[src/rtl/multicycle_control.sv]
`default_nettype none
// +----------------------------------------------------------------------------+
// | Module      : multicycle_control                                           |
// | Description : Main control FSM of a multicycle MIPS-style datapath.        |
// |               Decodes op/funct into per-state datapath controls and        |
// |               sequences memory accesses with an optional ready handshake.  |
// | Ports       : clk        - clock, rising edge active                       |
// |               reset      - asynchronous active-low reset                   |
// |               op, funct  - instruction fields from the IR                  |
// |               zero       - ALU zero flag                                   |
// |               mem_ready  - memory access complete                          |
// |               pc_write, iord, mem_read, mem_write, ir_write, reg_dst,      |
// |               mem_to_reg, reg_write, alu_src_a, alu_src_b, alu_op,         |
// |               pc_source  - datapath controls                               |
// |               illegal_op - one-cycle unsupported-opcode flag               |
// |               state      - current state encoding                          |
// | Revision    : 1.0 - initial release                                        |
// +----------------------------------------------------------------------------+
module multicycle_control #(
    parameter int MEM_WAIT     = 1,
    parameter int ILLEGAL_TRAP = 0,
    parameter int ALUOP_W      = 3
) (
    input  logic               clk,
    input  logic               reset,
    input  logic [5:0]         op,
    input  logic [5:0]         funct,
    input  logic               zero,
    input  logic               mem_ready,
    output logic               pc_write,
    output logic               iord,
    output logic               mem_read,
    output logic               mem_write,
    output logic               ir_write,
    output logic [1:0]         reg_dst,
    output logic [1:0]         mem_to_reg,
    output logic               reg_write,
    output logic               alu_src_a,
    output logic [1:0]         alu_src_b,
    output logic [ALUOP_W-1:0] alu_op,
    output logic [1:0]         pc_source,
    output logic               illegal_op,
    output logic [3:0]         state
);

    // State encodings
    localparam logic [3:0] c_ST_FETCH     = 4'd0;
    localparam logic [3:0] c_ST_DECODE    = 4'd1;
    localparam logic [3:0] c_ST_MEM_ADDR  = 4'd2;
    localparam logic [3:0] c_ST_MEM_READ  = 4'd3;
    localparam logic [3:0] c_ST_MEM_WB    = 4'd4;
    localparam logic [3:0] c_ST_MEM_WRITE = 4'd5;
    localparam logic [3:0] c_ST_R_EXEC    = 4'd6;
    localparam logic [3:0] c_ST_R_WB      = 4'd7;
    localparam logic [3:0] c_ST_BRANCH    = 4'd8;
    localparam logic [3:0] c_ST_JUMP      = 4'd9;
    localparam logic [3:0] c_ST_I_EXEC    = 4'd10;
    localparam logic [3:0] c_ST_I_WB      = 4'd11;
    localparam logic [3:0] c_ST_JAL       = 4'd12;
    localparam logic [3:0] c_ST_JR        = 4'd13;
    localparam logic [3:0] c_ST_HALT      = 4'd15;

    // Opcodes
    localparam logic [5:0] c_OP_RTYPE = 6'h00;
    localparam logic [5:0] c_OP_J     = 6'h02;
    localparam logic [5:0] c_OP_JAL   = 6'h03;
    localparam logic [5:0] c_OP_BEQ   = 6'h04;
    localparam logic [5:0] c_OP_BNE   = 6'h05;
    localparam logic [5:0] c_OP_ADDI  = 6'h08;
    localparam logic [5:0] c_OP_ANDI  = 6'h0C;
    localparam logic [5:0] c_OP_ORI   = 6'h0D;
    localparam logic [5:0] c_OP_LUI   = 6'h0F;
    localparam logic [5:0] c_OP_LW    = 6'h23;
    localparam logic [5:0] c_OP_SW    = 6'h2B;
    localparam logic [5:0] c_FN_JR    = 6'h08;

    // ALU operation codes
    localparam logic [2:0] c_ALU_LUI   = 3'b000;
    localparam logic [2:0] c_ALU_SUB   = 3'b001;
    localparam logic [2:0] c_ALU_ADD   = 3'b100;
    localparam logic [2:0] c_ALU_OR    = 3'b101;
    localparam logic [2:0] c_ALU_AND   = 3'b110;
    localparam logic [2:0] c_ALU_FUNCT = 3'b111;

    logic [3:0] r_state;
    logic [3:0] w_nextState;
    logic       w_memDone;
    logic       w_pcWrite;
    logic       w_irWrite;
    logic [2:0] w_aluCode;

    // Without wait states every memory access completes in its first cycle.
    generate
        if (MEM_WAIT != 0) begin : g_memWait
            assign w_memDone = mem_ready;
        end else begin : g_noWait
            assign w_memDone = 1'b1;
        end
    endgenerate

    always_ff @(posedge clk or negedge reset) begin
        if (!reset) begin
            r_state <= c_ST_FETCH;
        end else begin
            r_state <= w_nextState;
        end
    end

    always_comb begin
        w_nextState = r_state;
        w_pcWrite   = 1'b0;
        w_irWrite   = 1'b0;
        w_aluCode   = c_ALU_LUI;
        iord        = 1'b0;
        mem_read    = 1'b0;
        mem_write   = 1'b0;
        reg_dst     = 2'd0;
        mem_to_reg  = 2'd0;
        reg_write   = 1'b0;
        alu_src_a   = 1'b0;
        alu_src_b   = 2'd0;
        pc_source   = 2'd0;
        illegal_op  = 1'b0;

        case (r_state)
            c_ST_FETCH: begin
                mem_read  = 1'b1;
                alu_src_b = 2'd1;
                w_aluCode = c_ALU_ADD;
                w_pcWrite = w_memDone;
                w_irWrite = w_memDone;
                if (w_memDone) w_nextState = c_ST_DECODE;
            end
            c_ST_DECODE: begin
                // Branch target precomputed into ALUOut while decoding.
                alu_src_b = 2'd3;
                w_aluCode = c_ALU_ADD;
                case (op)
                    c_OP_LW, c_OP_SW:   w_nextState = c_ST_MEM_ADDR;
                    c_OP_RTYPE:         w_nextState = (funct == c_FN_JR) ? c_ST_JR : c_ST_R_EXEC;
                    c_OP_BEQ, c_OP_BNE: w_nextState = c_ST_BRANCH;
                    c_OP_J:             w_nextState = c_ST_JUMP;
                    c_OP_JAL:           w_nextState = c_ST_JAL;
                    c_OP_ADDI, c_OP_ORI, c_OP_ANDI, c_OP_LUI:
                                        w_nextState = c_ST_I_EXEC;
                    default: begin
                        illegal_op  = 1'b1;
                        w_nextState = (ILLEGAL_TRAP != 0) ? c_ST_HALT : c_ST_FETCH;
                    end
                endcase
            end
            c_ST_MEM_ADDR: begin
                alu_src_a = 1'b1;
                alu_src_b = 2'd2;
                w_aluCode = c_ALU_ADD;
                if (op == c_OP_LW)      w_nextState = c_ST_MEM_READ;
                else if (op == c_OP_SW) w_nextState = c_ST_MEM_WRITE;
                else                    w_nextState = c_ST_FETCH;
            end
            c_ST_MEM_READ: begin
                mem_read = 1'b1;
                iord     = 1'b1;
                if (w_memDone) w_nextState = c_ST_MEM_WB;
            end
            c_ST_MEM_WB: begin
                reg_write   = 1'b1;
                mem_to_reg  = 2'd1;
                w_nextState = c_ST_FETCH;
            end
            c_ST_MEM_WRITE: begin
                mem_write = 1'b1;
                iord      = 1'b1;
                if (w_memDone) w_nextState = c_ST_FETCH;
            end
            c_ST_R_EXEC: begin
                alu_src_a   = 1'b1;
                w_aluCode   = c_ALU_FUNCT;
                w_nextState = c_ST_R_WB;
            end
            c_ST_R_WB: begin
                reg_write   = 1'b1;
                reg_dst     = 2'd1;
                w_nextState = c_ST_FETCH;
            end
            c_ST_BRANCH: begin
                alu_src_a   = 1'b1;
                w_aluCode   = c_ALU_SUB;
                pc_source   = 2'd1;
                w_pcWrite   = ((op == c_OP_BEQ) && zero) || ((op == c_OP_BNE) && !zero);
                w_nextState = c_ST_FETCH;
            end
            c_ST_JUMP: begin
                w_pcWrite   = 1'b1;
                pc_source   = 2'd2;
                w_nextState = c_ST_FETCH;
            end
            c_ST_I_EXEC: begin
                alu_src_a = 1'b1;
                alu_src_b = 2'd2;
                case (op)
                    c_OP_ORI:  w_aluCode = c_ALU_OR;
                    c_OP_ANDI: w_aluCode = c_ALU_AND;
                    c_OP_LUI:  w_aluCode = c_ALU_LUI;
                    default:   w_aluCode = c_ALU_ADD;
                endcase
                w_nextState = c_ST_I_WB;
            end
            c_ST_I_WB: begin
                reg_write   = 1'b1;
                w_nextState = c_ST_FETCH;
            end
            c_ST_JAL: begin
                // PC already holds PC+4, so $ra captures it in the same edge
                // that loads the jump target.
                reg_write   = 1'b1;
                reg_dst     = 2'd2;
                mem_to_reg  = 2'd2;
                w_pcWrite   = 1'b1;
                pc_source   = 2'd2;
                w_nextState = c_ST_FETCH;
            end
            c_ST_JR: begin
                w_pcWrite   = 1'b1;
                pc_source   = 2'd3;
                w_nextState = c_ST_FETCH;
            end
            c_ST_HALT: begin
                w_nextState = c_ST_HALT;
            end
            default: begin
                w_nextState = c_ST_FETCH;
            end
        endcase
    end

    // While reset is held the FSM sits in FETCH; the load enables are
    // masked so that a ready memory cannot update PC or IR during reset.
    assign pc_write = w_pcWrite & reset;
    assign ir_write = w_irWrite & reset;
    assign alu_op   = ALUOP_W'(w_aluCode);
    assign state    = r_state;

endmodule
`default_nettype wire

[config.mk]
export PLATFORM = sky130hd
export DESIGN_NAME = multicycle_control
export DESIGN_NICKNAME = d
export VERILOG_FILES = /design/src/rtl/multicycle_control.sv
export SDC_FILE = /design/constraint.sdc
export NUM_CORES = 1
export LEC_CHECK = 0
export CAP_MARGIN = 5
export CORE_MARGIN = 8
export CORE_UTILIZATION = 35
export CTS_CLUSTER_SIZE = 12
export DETAILED_ROUTE_END_ITERATION = 8
export GPL_TIMING_DRIVEN = 0
export PLACE_DENSITY = 0.8
export SLEW_MARGIN = 20
export SYNTH_ARGS = -nofsm -noshare
export SYNTH_HDL_FRONTEND = slang
export SYNTH_SLANG_ARGS = --single-unit
[constraint.sdc]
create_clock -name clk -period 1.6 [get_ports clk]
set_input_delay 0.32 -clock clk [delete_from_list [all_inputs] [get_ports clk]]
set_output_delay 0.32 -clock clk [all_outputs]
set_load 0.005 [all_outputs]
==> impl_metrics.csv <==
group,metric,value,unit
synth,synth.avg_cell_area,7.25,um^2
synth,synth-compound-area-share,29.8,%
critical_path,cp_slowest_cell,"dfrtp_1",
synth,ys_ff_latch,4,
critical_path,r2r_cells,9,
floorplanning,coreArea,2430,um^2
critical_path,cp-end-kind,"primary output",
placed_design,place_ws,-0.944,ns
floorplanning,die_y,66.1,um
sta,setup_viol,20,
route,drt_iter0_drc,83,
floorplanning,start_util,36.1,%
status,failed_checks,"setup timing",
critical_path,critPathKind,"register to primary output",
finish,n_antenna_cell,0,
pwr,leakage,0.797,nW
floorplanning,die_area,4360,um^2
sta,worst_hold_slack,0.301,ns
pwr,power,1.55,mW
critical_path,crit_fanout,4,
sta,worst_pin_slew,0.414,ns
route,route.detailed.drc,0,
route,ant_nets,0,
route,drt-wirelength-per-cell,18.8,um
route,vias_per_cell,5.64,
min_path,min_path_type,"input port to async pin",
critical_path,regToRegSetupSlack,-0.31,ns
critical_path,critPathLaunchType,"register",
floorplanning,rows,18,
synth,yosysSeqAreaShare,11.4,%
clocking,numCtsBuffers,3,
sta,setup_slack,-0.524,ns
grt,grt_pass1_wl,5890,um
sta,hold_viol_final,0,
finish,final_nets,216,
finish,stdcell_count,228,
grt,grt_overflow,0,
placed_design,placed_cell_area,1310,um^2
synth,synth_cell_types,47,
finish,fillCellCount,185,
floorplanning,die_w,66.1,um
status,status,"finished with violations",
grt,grt_pass1_vias,1240,
clocking,cts_sinks,4,
synth,synth_area,877,um^2
grt,grt_start_max_net_pins,12,
clocking,path_clk_slew,0.06,ns
placed_design,io_buffers,36,
sta,min_period_over_period,133,%
floorplanning,boundaryPins,39,
sta,rsz0062_at_grt,"true",
sta,min_period,2.12,ns
pwr,peakVddDrop,0.668,mV
grt,track_usage,17.1,%
synth,synth_fa_ha_area_share,0,%
clocking,root_buffer,"clkbuf_4",
synth,yosys_warnings,0,
finish,final_common_cell,"buf_4",
route,drt-pass1-iter-count,4,
route,vias,1286,
pwr,power_density,869,nW/um^2
finish,largest_reg_flops,4,
finish,drive_above_1_share,57.6,%
sta,finalClockSkew,0.0191,ns
sta,slew_headroom,72.0,%
finish,syn2layout_area_growth,103,%
sta,finalMaxSlewViolations,0,
clocking,clockBufferDepth,2,
sta,fmaxAchievable,471,MHz
synth,syn_nets,137,
critical_path,max_stage_delay,0.40,ns
route,wl,4300,um
synth,synthMuxAreaShare,2.43,%
critical_path,worstPathCellList,"buf_6 -> nand2b_4 -> nand3b_1 -> or3_4 -> o22ai_2 -> buf_2",
clocking,ctsHtreeMaxLevel,1,
finish,layout_common_cells,"buf_4 (30), buf_6 (20), buf_2 (14)",
clocking,clock_latency,0.27,ns
synth,netlist_instances,121,
placed_design,gp_congestion,0.922,
critical_path,crit_arrival,1.80,ns
synth,synth_xor_area_share,4.99,%
synth,synth_top_family_by_area,"simple AND/OR/NAND/NOR gates",
run,drv_cap,0,
synth,yosys.area_share.simple,37.1,%
clocking,cts_tree,"built",
placed_design,dp_hpwl,2320,um
placed_design,dp.cells,187,
critical_path,cp.required,1.28,ns
grt,grt_antenna_before_repair,0,
finish,stdcell_area,1780,um^2
==> timing repair <==
item                       CTS  global route
hold buffers                 0             0
setup buffers               28            14
pin swaps                   11            14
gates resized for setup    113            32
setup endpoints to repair   21            23
==> metal layers <==
| layer | routed length [um] | GRT usage, % | share of wire (%) | vias up |
|---|---|---|---|---|
| met1 | 1590 | 18.4 | 37 | 584 |
| met5 | 0 | 0 | 0 | - |
| met2 | 2100 | 30.9 | 49 | 88 |
| met3 | 396 | 4.58 | 9.2 | 20 |
| met4 | 213 | 6.40 | 5.0 | 0 |
| li1 | - | - | - | 594 |
==> cells in the mapped netlist, drive strengths merged <==
master / number / area share (%)
xnor2: 2 / 2.0
a31oi: 5 / 3.6
nand2b: 10 / 7.1
a21oi: 7 / 4.0
o211ai: 1 / 0.86
and4b: 1 / 1.1
nor4b: 2 / 2.7
o22a: 1 / 1.1
nand2: 4 / 1.7
o2bb2ai: 2 / 2.0
mux2: 1 / 1.3
clkbuf: 3 / 3.6
and3: 2 / 1.4
nand3b: 1 / 0.86
o22ai: 4 / 2.9
nand4: 1 / 0.71
or4b: 1 / 1.6
nor4bb: 1 / 1.1
nand4b: 2 / 2.0
or3: 1 / 0.71
or2: 2 / 1.4
nand3: 3 / 1.7
xor2: 3 / 3.0
o21a: 4 / 3.4
o21ai: 8 / 4.6
nor3: 3 / 1.7
a32oi: 1 / 1.0
nor2b: 1 / 1.0
inv: 4 / 1.7
a211oi: 2 / 2.3
mux2i: 1 / 1.1
o31ai: 3 / 4.1
nor3b: 2 / 1.7
buf: 11 / 9.0
nor2: 16 / 7.7
dfrtp: 4 / 11
and2: 1 / 0.71
==> where the power goes <==
group / switching, mW / total (mW) / internal (mW)
logic: 0.576 / 1.27 / 0.690
clock network: 0.0638 / 0.149 / 0.0854
registers: 0.0160 / 0.135 / 0.119
==> layout make-up <==
class	instances	area, um^2	share of cell area, %
plain buffers	12	166	9.33
repair buffers	76	617	34.6
well taps	30	37.5	2.10
inverters	4	15.0	0.842
clock buffers	3	22.5	1.26
flip-flops and latches	4	100	5.61
multi-input cells	99	826	46.3
==> worst max-delay path, delay by kind of cell (launching register included) <==
kind | cells | cell delay, ns
simple gates | 3 | 0.74
flops | 1 | 0.40
buf+inv | 2 | 0.26
compound gates | 1 | 0.14
==> kinds of logic after synthesis <==
logic type,after synthesis
compound gates,38
xor+xnor,5
flops,4
mux,2
buf+inv,18
simple gates,54
==> per-stage QoR <==
step | utilization (%) | TNS (ns)
2_1_floorplan | - | -0.0429
3_3_place_gp | 54.0 | -10.35
3_5_place_dp | 54.0 | -10.79
4_1_cts | 67.0 | -4.02
5_1_grt | 73.4 | -6.30
6_report | 73.4 | -4.96
==> path summary, 6_finish.rpt <==
path | from | endpoint
worst min-delay path | reset | state[0]$_DFFE_PN0P_
max in group asynchronous | reset | state[1]$_DFFE_PN0P_
min in group clk | op[5] | state[3]$_DFFE_PN0P_
worst min register to register | state[1]$_DFFE_PN0P_ | state[1]$_DFFE_PN0P_
worst max register to register | state[3]$_DFFE_PN0P_ | state[0]$_DFFE_PN0P_
worst max-delay path | state[2]$_DFFE_PN0P_ | alu_op[0]
No activity file was read; power rests on OpenSTA's default activity.
